$ cat src/rtl/hoaaned_sub_monitor.sv
// Two-stage approximate subtractor (near-normal-error lower part) with an exact
// reference path and saturating error statistics on the output handshake.
module hoaaned_sub_monitor #(
  parameter int N     = 16,
  parameter int P     = 8,
  parameter int ACC_W = 32,
  parameter int CNT_W = 24
) (
  input  logic             clk,
  input  logic             rst,
  input  logic             in_valid,
  output logic             in_ready,
  input  logic [N-1:0]     X,
  input  logic [N-1:0]     Y,
  output logic             out_valid,
  input  logic             out_ready,
  output logic [N-1:0]     DIFF,
  output logic             BORROW,
  output logic [N:0]       ERR,
  input  logic             clr_stats,
  output logic [ACC_W-1:0] err_sum,
  output logic [N:0]       err_max,
  output logic [CNT_W-1:0] n_samples
);

  // Sum is evaluated one bit wider than both the accumulator and ERR so the
  // saturation compare sees every overflow.
  localparam int SW = ((ACC_W > N + 1) ? ACC_W : N + 1) + 1;

  logic [N-1:0]     w_b;
  logic             w_c;
  logic [P-1:0]     w_alo;
  logic [N-P:0]     w_ahi;
  logic [N:0]       w_a;
  logic [N:0]       w_e;
  logic [N:0]       w_err;
  logic             w_stall;
  logic             w_hs;
  logic [SW-1:0]    w_sum_full;

  logic [2:1]       r_vld_pipe;
  logic [N:0]       r_a;
  logic [N:0]       r_e;
  logic [N-1:0]     r_diff;
  logic             r_borrow;
  logic [N:0]       r_err;
  logic [ACC_W-1:0] r_sum;
  logic [N:0]       r_max;
  logic [CNT_W-1:0] r_cnt;

  assign w_b = ~Y;
  assign w_c = X[P-1] & w_b[P-1];

  always_comb begin
    w_alo       = '1;
    w_alo[P-2]  = X[P-2] | w_b[P-2];
    w_alo[P-1]  = (w_c ? 1'b0 : (X[P-1] | w_b[P-1])) | (X[P-2] & w_b[P-2]);
  end

  assign w_ahi = {1'b0, X[N-1:P]} + {1'b0, w_b[N-1:P]} + {{(N-P){1'b0}}, w_c};
  assign w_a   = {w_ahi, w_alo};
  assign w_e   = {1'b0, X} + {1'b0, w_b} + {{N{1'b0}}, 1'b1};

  assign w_stall  = r_vld_pipe[2] & ~out_ready;
  assign in_ready = ~w_stall;
  assign w_hs     = r_vld_pipe[2] & out_ready;

  // Stage 1: approximate and exact sums.
  always_ff @(posedge clk or posedge rst) begin
    if (rst) begin
      r_vld_pipe <= '0;
      r_a        <= '0;
      r_e        <= '0;
    end else if (!w_stall) begin
      r_vld_pipe <= {r_vld_pipe[1], in_valid};
      if (in_valid) begin
        r_a <= w_a;
        r_e <= w_e;
      end
    end
  end

  assign w_err = (r_e >= r_a) ? (r_e - r_a) : (r_a - r_e);

  // Stage 2: results; only real data overwrites so outputs stay put across bubbles.
  always_ff @(posedge clk or posedge rst) begin
    if (rst) begin
      r_diff   <= '0;
      r_borrow <= 1'b0;
      r_err    <= '0;
    end else if (!w_stall && r_vld_pipe[1]) begin
      r_diff   <= r_a[N-1:0];
      r_borrow <= ~r_a[N];
      r_err    <= w_err;
    end
  end

  assign w_sum_full = SW'(r_sum) + SW'(r_err);

  always_ff @(posedge clk or posedge rst) begin
    if (rst) begin
      r_sum <= '0;
      r_max <= '0;
      r_cnt <= '0;
    end else if (clr_stats) begin
      r_sum <= '0;
      r_max <= '0;
      r_cnt <= '0;
    end else if (w_hs) begin
      r_sum <= (w_sum_full > SW'({ACC_W{1'b1}})) ? '1 : w_sum_full[ACC_W-1:0];
      if (r_err > r_max) r_max <= r_err;
      if (r_cnt != '1)   r_cnt <= r_cnt + 1'b1;
    end
  end

  assign out_valid = r_vld_pipe[2];
  assign DIFF      = r_diff;
  assign BORROW    = r_borrow;
  assign ERR       = r_err;
  assign err_sum   = r_sum;
  assign err_max   = r_max;
  assign n_samples = r_cnt;

endmodule

$ cat config.mk
export PLATFORM = sky130hd
export DESIGN_NAME = hoaaned_sub_monitor
export DESIGN_NICKNAME = d
export VERILOG_FILES = /design/src/rtl/hoaaned_sub_monitor.sv
export SDC_FILE = /design/constraint.sdc
export NUM_CORES = 1
export LEC_CHECK = 0
export CELL_PAD_IN_SITES_DETAIL_PLACEMENT = 1
export CELL_PAD_IN_SITES_GLOBAL_PLACEMENT = 1
export CORE_MARGIN = 2
export CORE_UTILIZATION = 42
export DETAILED_ROUTE_END_ITERATION = 10
export PLACE_DENSITY = 0.93
export SLEW_MARGIN = 20
export SYNTH_ARGS = -nofsm -noshare
export SYNTH_HDL_FRONTEND = slang
export SYNTH_SLANG_ARGS = --single-unit
$ cat constraint.sdc
create_clock -name clk -period 6.8 [get_ports clk]
set_input_delay 2.04 -clock clk [delete_from_list [all_inputs] [get_ports clk]]
set_output_delay 2.04 -clock clk [all_outputs]
set_load 0.05 [all_outputs]
Yosys cells after proc, flatten, opt, wreduce, memory -nomap -nowiden
Index checks and enable logic that the tools add are counted.

Add/sub/neg operators: 8. $lt $le $gt $ge: 3. Eq/ne operators: 1. Mux-type cells: 11. Bitwise logic cells: 11. Reduce and logical (&&, ||, !) cells: 8.

Operator list (number): $mux 32 (3); $mux 24 (3); $mux 17 (4); $sub 17x17->17 (2); $add 32x17->33 (1); $gt 33x32->1 const B (1); $add 24x1->24 const B (1); $ne 24x24->1 const B (1); $add 16x16->17 (1); $add 17x1->17 const B (1); $ge 17x17->1 (1); $gt 17x17->1 (1); $not 16->16 (1); $add 8x8->9 (1); $add 9x1->9 (1); $reduce_and 2->1 (3); $reduce_bool 2->1 (3); $and 1x1->1 (4); $not 1->1 (3); $or 1x1->1 (3); $logic_and 1x1->1 (1); $logic_not 1->1 (1); $mux 1 (1).

Bits in registers: 143. Input bits: 37. Output and inout port bits: 109. Word-level logic and storage cells: 51.

Depth between registers and ports, before layout
Word-level depth: 5. Mapped depth: 12. Depth with buffers taken out: 11.

Least setup slack after synthesis
No wires, ideal clock.

Path type: in2out. Start: input port out_ready. End: output port in_ready. Arrival: 2.686 ns. Data required time: 4.760 ns. Setup slack: 2.074 ns. Stages: 2. Buffers on the path: 1. Cells stage by stage: nand2b_1 -> clkbuf_1.

Longest elaborated chain between the ends: 3.

RTL lines: start: declaration (RTL line 16) `input logic out_ready,`; $not 1->1 (RTL line 64) `assign w_stall = r_vld_pipe[2] & ~out_ready;`; $and 1x1->1 (RTL line 64); $not 1->1 (no source line); end: declaration (RTL line 12) `output logic in_ready,`.

Every way passes these cells.

Worst setup path after layout
Same ends and word-level chain as after synthesis.

==> impl_metrics.sql <==
INSERT INTO impl_metrics (metric_group, metric, value, unit) VALUES
('logic_synthesis', 'post-synth-top-count-cell', 'sky130_fd_sc_hd__dfrtp_1', ''),
('power', 'p_leak', '5.29', 'nW'),
('place', 'dp_hpwl', '22100', 'µm'),
('logic_synthesis', 'postSynth.asyncResetShare', '100', '%'),
('sta', 'rsz0062_at_grt', 'false', ''),
('sta', 'hold_viol_final', '0', ''),
('place', 'io_buffer_count', '145', ''),
('sta', 'post-route-period-util', '86.1', '%'),
('worst_setup_path', 'critical-path-top-cell-by-count', 'sky130_fd_sc_hd__clkdlybuf4s50_1', ''),
('logic_synthesis', 'ys.flop_type', 'sky130_fd_sc_hd__dfrtp_1', ''),
('clock_network', 'clock_transition_at_path_regs', '0.06', 'ns'),
('logic_synthesis', 'yosysWarningCount', '0', ''),
('logic_synthesis', 'cell_type_with_the_largest_total_area_after_synthesis', 'sky130_fd_sc_hd__dfrtp_1', ''),
('logic_synthesis', 'synth.top_cells.by_area', 'sky130_fd_sc_hd__dfrtp_1 (35%), sky130_fd_sc_hd__ha_1 (11%), sky130_fd_sc_hd__o21ai_0 (4.7%)', ''),
('sta', 'timing.clock.skew', '0.0153', 'ns'),
('logic_synthesis', 'synth_fp_nets', '1241', ''),
('hold_path', 'whs_path_depth', '1', ''),
('logic_synthesis', 'synth.top_cells.by_count', 'sky130_fd_sc_hd__dfrtp_1 (133), sky130_fd_sc_hd__nand2_1 (95), sky130_fd_sc_hd__inv_1 (94)', ''),
('worst_setup_path', 'critical_path_arrival', '3.82', 'ns'),
('logic_synthesis', 'synth_cell_type_count', '64', ''),
('clock_network', 'cts.repair.resized', '0', ''),
('logic_synthesis', 'mapped_cell_area', '9510', 'µm²'),
('clock_network', 'cts-root-buf', 'sky130_fd_sc_hd__clkbuf_16', ''),
('worst_setup_path', 'critical-path-slowest-cell', 'sky130_fd_sc_hd__clkdlybuf4s50_1', ''),
('clock_network', 'post_cts_hold_buffer_count', '0', ''),
('worst_setup_path', 'setup.worst_path.start_class', 'input port', ''),
('route', 'detailedRoute.firstPassIterationCount', '4', ''),
('power', 'power_density', '393', 'nW/µm²'),
('logic_synthesis', 'synth_top_area_share', '35.0', '%'),
('outcome', 'status', 'finished, final reports clean', ''),
('global_route', 'globalRoute.totalOverflow', '0', ''),
('clock_network', 'cts_num_sinks', '133', ''),
('worst_setup_path', 'worst-path-stages', '3', ''),
('final_layout', 'area.growth.synth_to_final', '24.2', '%'),
('global_route', 'grt_max_degree', '86', ''),
('worst_setup_path', 'crit_buf_inv', '2', ''),
('logic_synthesis', 'postSynthRegisterBits', '133', ''),
('floorplanning', 'ioPinCount', '146', ''),
('worst_setup_path', 'max_stage_delay', '0.88', 'ns'),
('final_layout', 'design.final.nets', '1356', ''),
('clock_network', 'worstSkewPairLatency', '0.44', 'ns'),
('floorplanning', 'floorplan.core_area', '22400', 'µm²'),
('power', 'max-vdd-ir-drop', '0.177', 'mV'),
('final_layout', 'fill_cells', '2610', ''),
('route', 'detail_route.drc_violations', '0', ''),
('sta', 'report.final.setup_viol', '0', ''),
('logic_synthesis', 'synth_edf_count', '0', ''),
('worst_setup_path', 'critPathMaxFanout', '8', ''),
('global_route', 'gr-usage-met3', '3.61', '%'),
('floorplanning', 'area_enclosed_by_the_die_boundary', '23900', 'µm²'),
('route', 'vias_per_cell', '5.90', ''),
('clock_network', 'clock_path_buffers', '2', ''),
('floorplanning', 'chipHeight', '154', 'µm'),
('logic_synthesis', 'synth-seq-area-share', '35.0', '%'),
('route', 'vias', '9000', ''),
('final_layout', 'drive_gt1_share', '4.92', '%'),
('route', 'drtIter0Drc', '384', ''),
('sta', 'worst_slew_pin_slew', '1.12', 'ns'),
('sta', 'tns', '0', 'ns'),
('clock_network', 'cts_inserted_buffers', '17', ''),
('power', 'finalPower', '0.00464', 'W'),
('global_route', 'grt-busiest-layer', 'met2', ''),
('floorplanning', 'die-width', '154', 'µm'),
('sta', 'timing.final.max_slew_violations', '0', ''),
('floorplanning', 'initial_core_utilization', '42.4', '%'),
('worst_setup_path', 'cp-end-kind', 'primary output', ''),
('worst_setup_path', 'cp_top_family', 'buffers and inverters', ''),
('global_route', 'grt_first_pass_wirelength', '49700', 'µm'),
('final_layout', 'antenna-diode-count', '0', ''),
('route', 'ant_nets', '0', ''),
('global_route', 'grt_antenna_before_repair', '0', '');
## state kept, by name (all words and copies together), names as in the netlist
register	cells
err_sum	32
n_samples	24
ERR	17
err_max	17
r_e	17
r_a	12
DIFF	11
r_vld_pipe	2
BORROW	1
## through the flow
stage	std cells	setup WS, ns	area, µm²	hold slack (ns)
floorplan	1113	1.21	9510	0.440
global placement	1493	1.01	11100	0.453
detailed placement	1493	1.00	11100	0.474
CTS	1525	0.968	11800	0.482
global route	1526	0.906	11800	0.491
finish	1526	0.942	11800	0.481
## cells by family (layout without fill, tap and decap cells)
logic type	Yosys count	after routing	synth area share, %
compound gates	311	311	21.0
fa+ha+maj	91	91	12.4
xor+xnor	52	52	4.79
flops	133	133	35.0
mux	23	23	2.47
simple gates	353	353	18.1
buf+inv	150	278	6.21
## area by class of cell
type | count | area [µm²] | share of cell area, %
Multi-Input combinational cell | 830 | 5610 | 47.5
Sequential cell | 133 | 3330 | 28.2
Timing Repair Buffer | 151 | 1500 | 12.7
Clock buffer | 18 | 439 | 3.72
Inverter | 95 | 362 | 3.06
Tap cell | 285 | 357 | 3.02
Clock inverter | 14 | 223 | 1.89
## worst register-to-register path, delay by kind of cell (launching register included)
family	cells	cell delay, ns
multiplexers	1	0.39
buffers and inverters	1	0.26
flip-flops	1	0.54
adder cells (fa/ha/maj)	1	0.47
AO/OA/AOI/OAI	4	1.14
AND/OR/NAND/NOR	3	0.76
## layer usage
metal | part of all wire, % | wire length (µm)
met1 | 42 | 12700
met2 | 52 | 15700
met3 | 4.7 | 1430
met4 | 2.0 | 621
met5 | 0 | 0
## final timing paths
kind | from | to | slack, ns
setup reg to reg | r_a[5] | ERR[1] | 3.15
hold / removal | r_a[16] | BORROW | 0.48
setup / recovery | out_ready | in_ready | 0.94
min in group asynchronous | rst | err_sum[1] | 2.16
max in group asynchronous | rst | ERR[13] | 3.48
hold reg to reg | r_a[16] | BORROW | 0.48
## report_power, final
part	switching (W)	internal, W	total [W]	leakage, nW
Sequential	0.000230	0.000952	0.00118	1.72
Clock	0.000384	0.000666	0.00105	0.318
Combinational	0.00154	0.000873	0.00241	3.26
Total	0.00215	0.00249	0.00464	5.29
## layout by cell type (no fill, tap or decap), drive strengths merged, types with 6 or more instances in the layout
cell type        n
buf              7
nor2            82
a21oi           65
nand3           30
o31ai            9
and4             6
or2              9
and3            24
nor2b           13
clkbuf          18
dfrtp          133
ha              85
inv             98
a21o            22
o21a            13
and2             6
xnor2           24
o21bai          11
nand2           95
or3             12
a31oi           39
fa               6
nand2b          10
nor4             9
nand4           20
mux2i           19
o21ai           92
xor2            28
nor3            30
clkdlybuf4s50  144
a211oi          10
No activity file was read; power rests on OpenSTA's default activity.
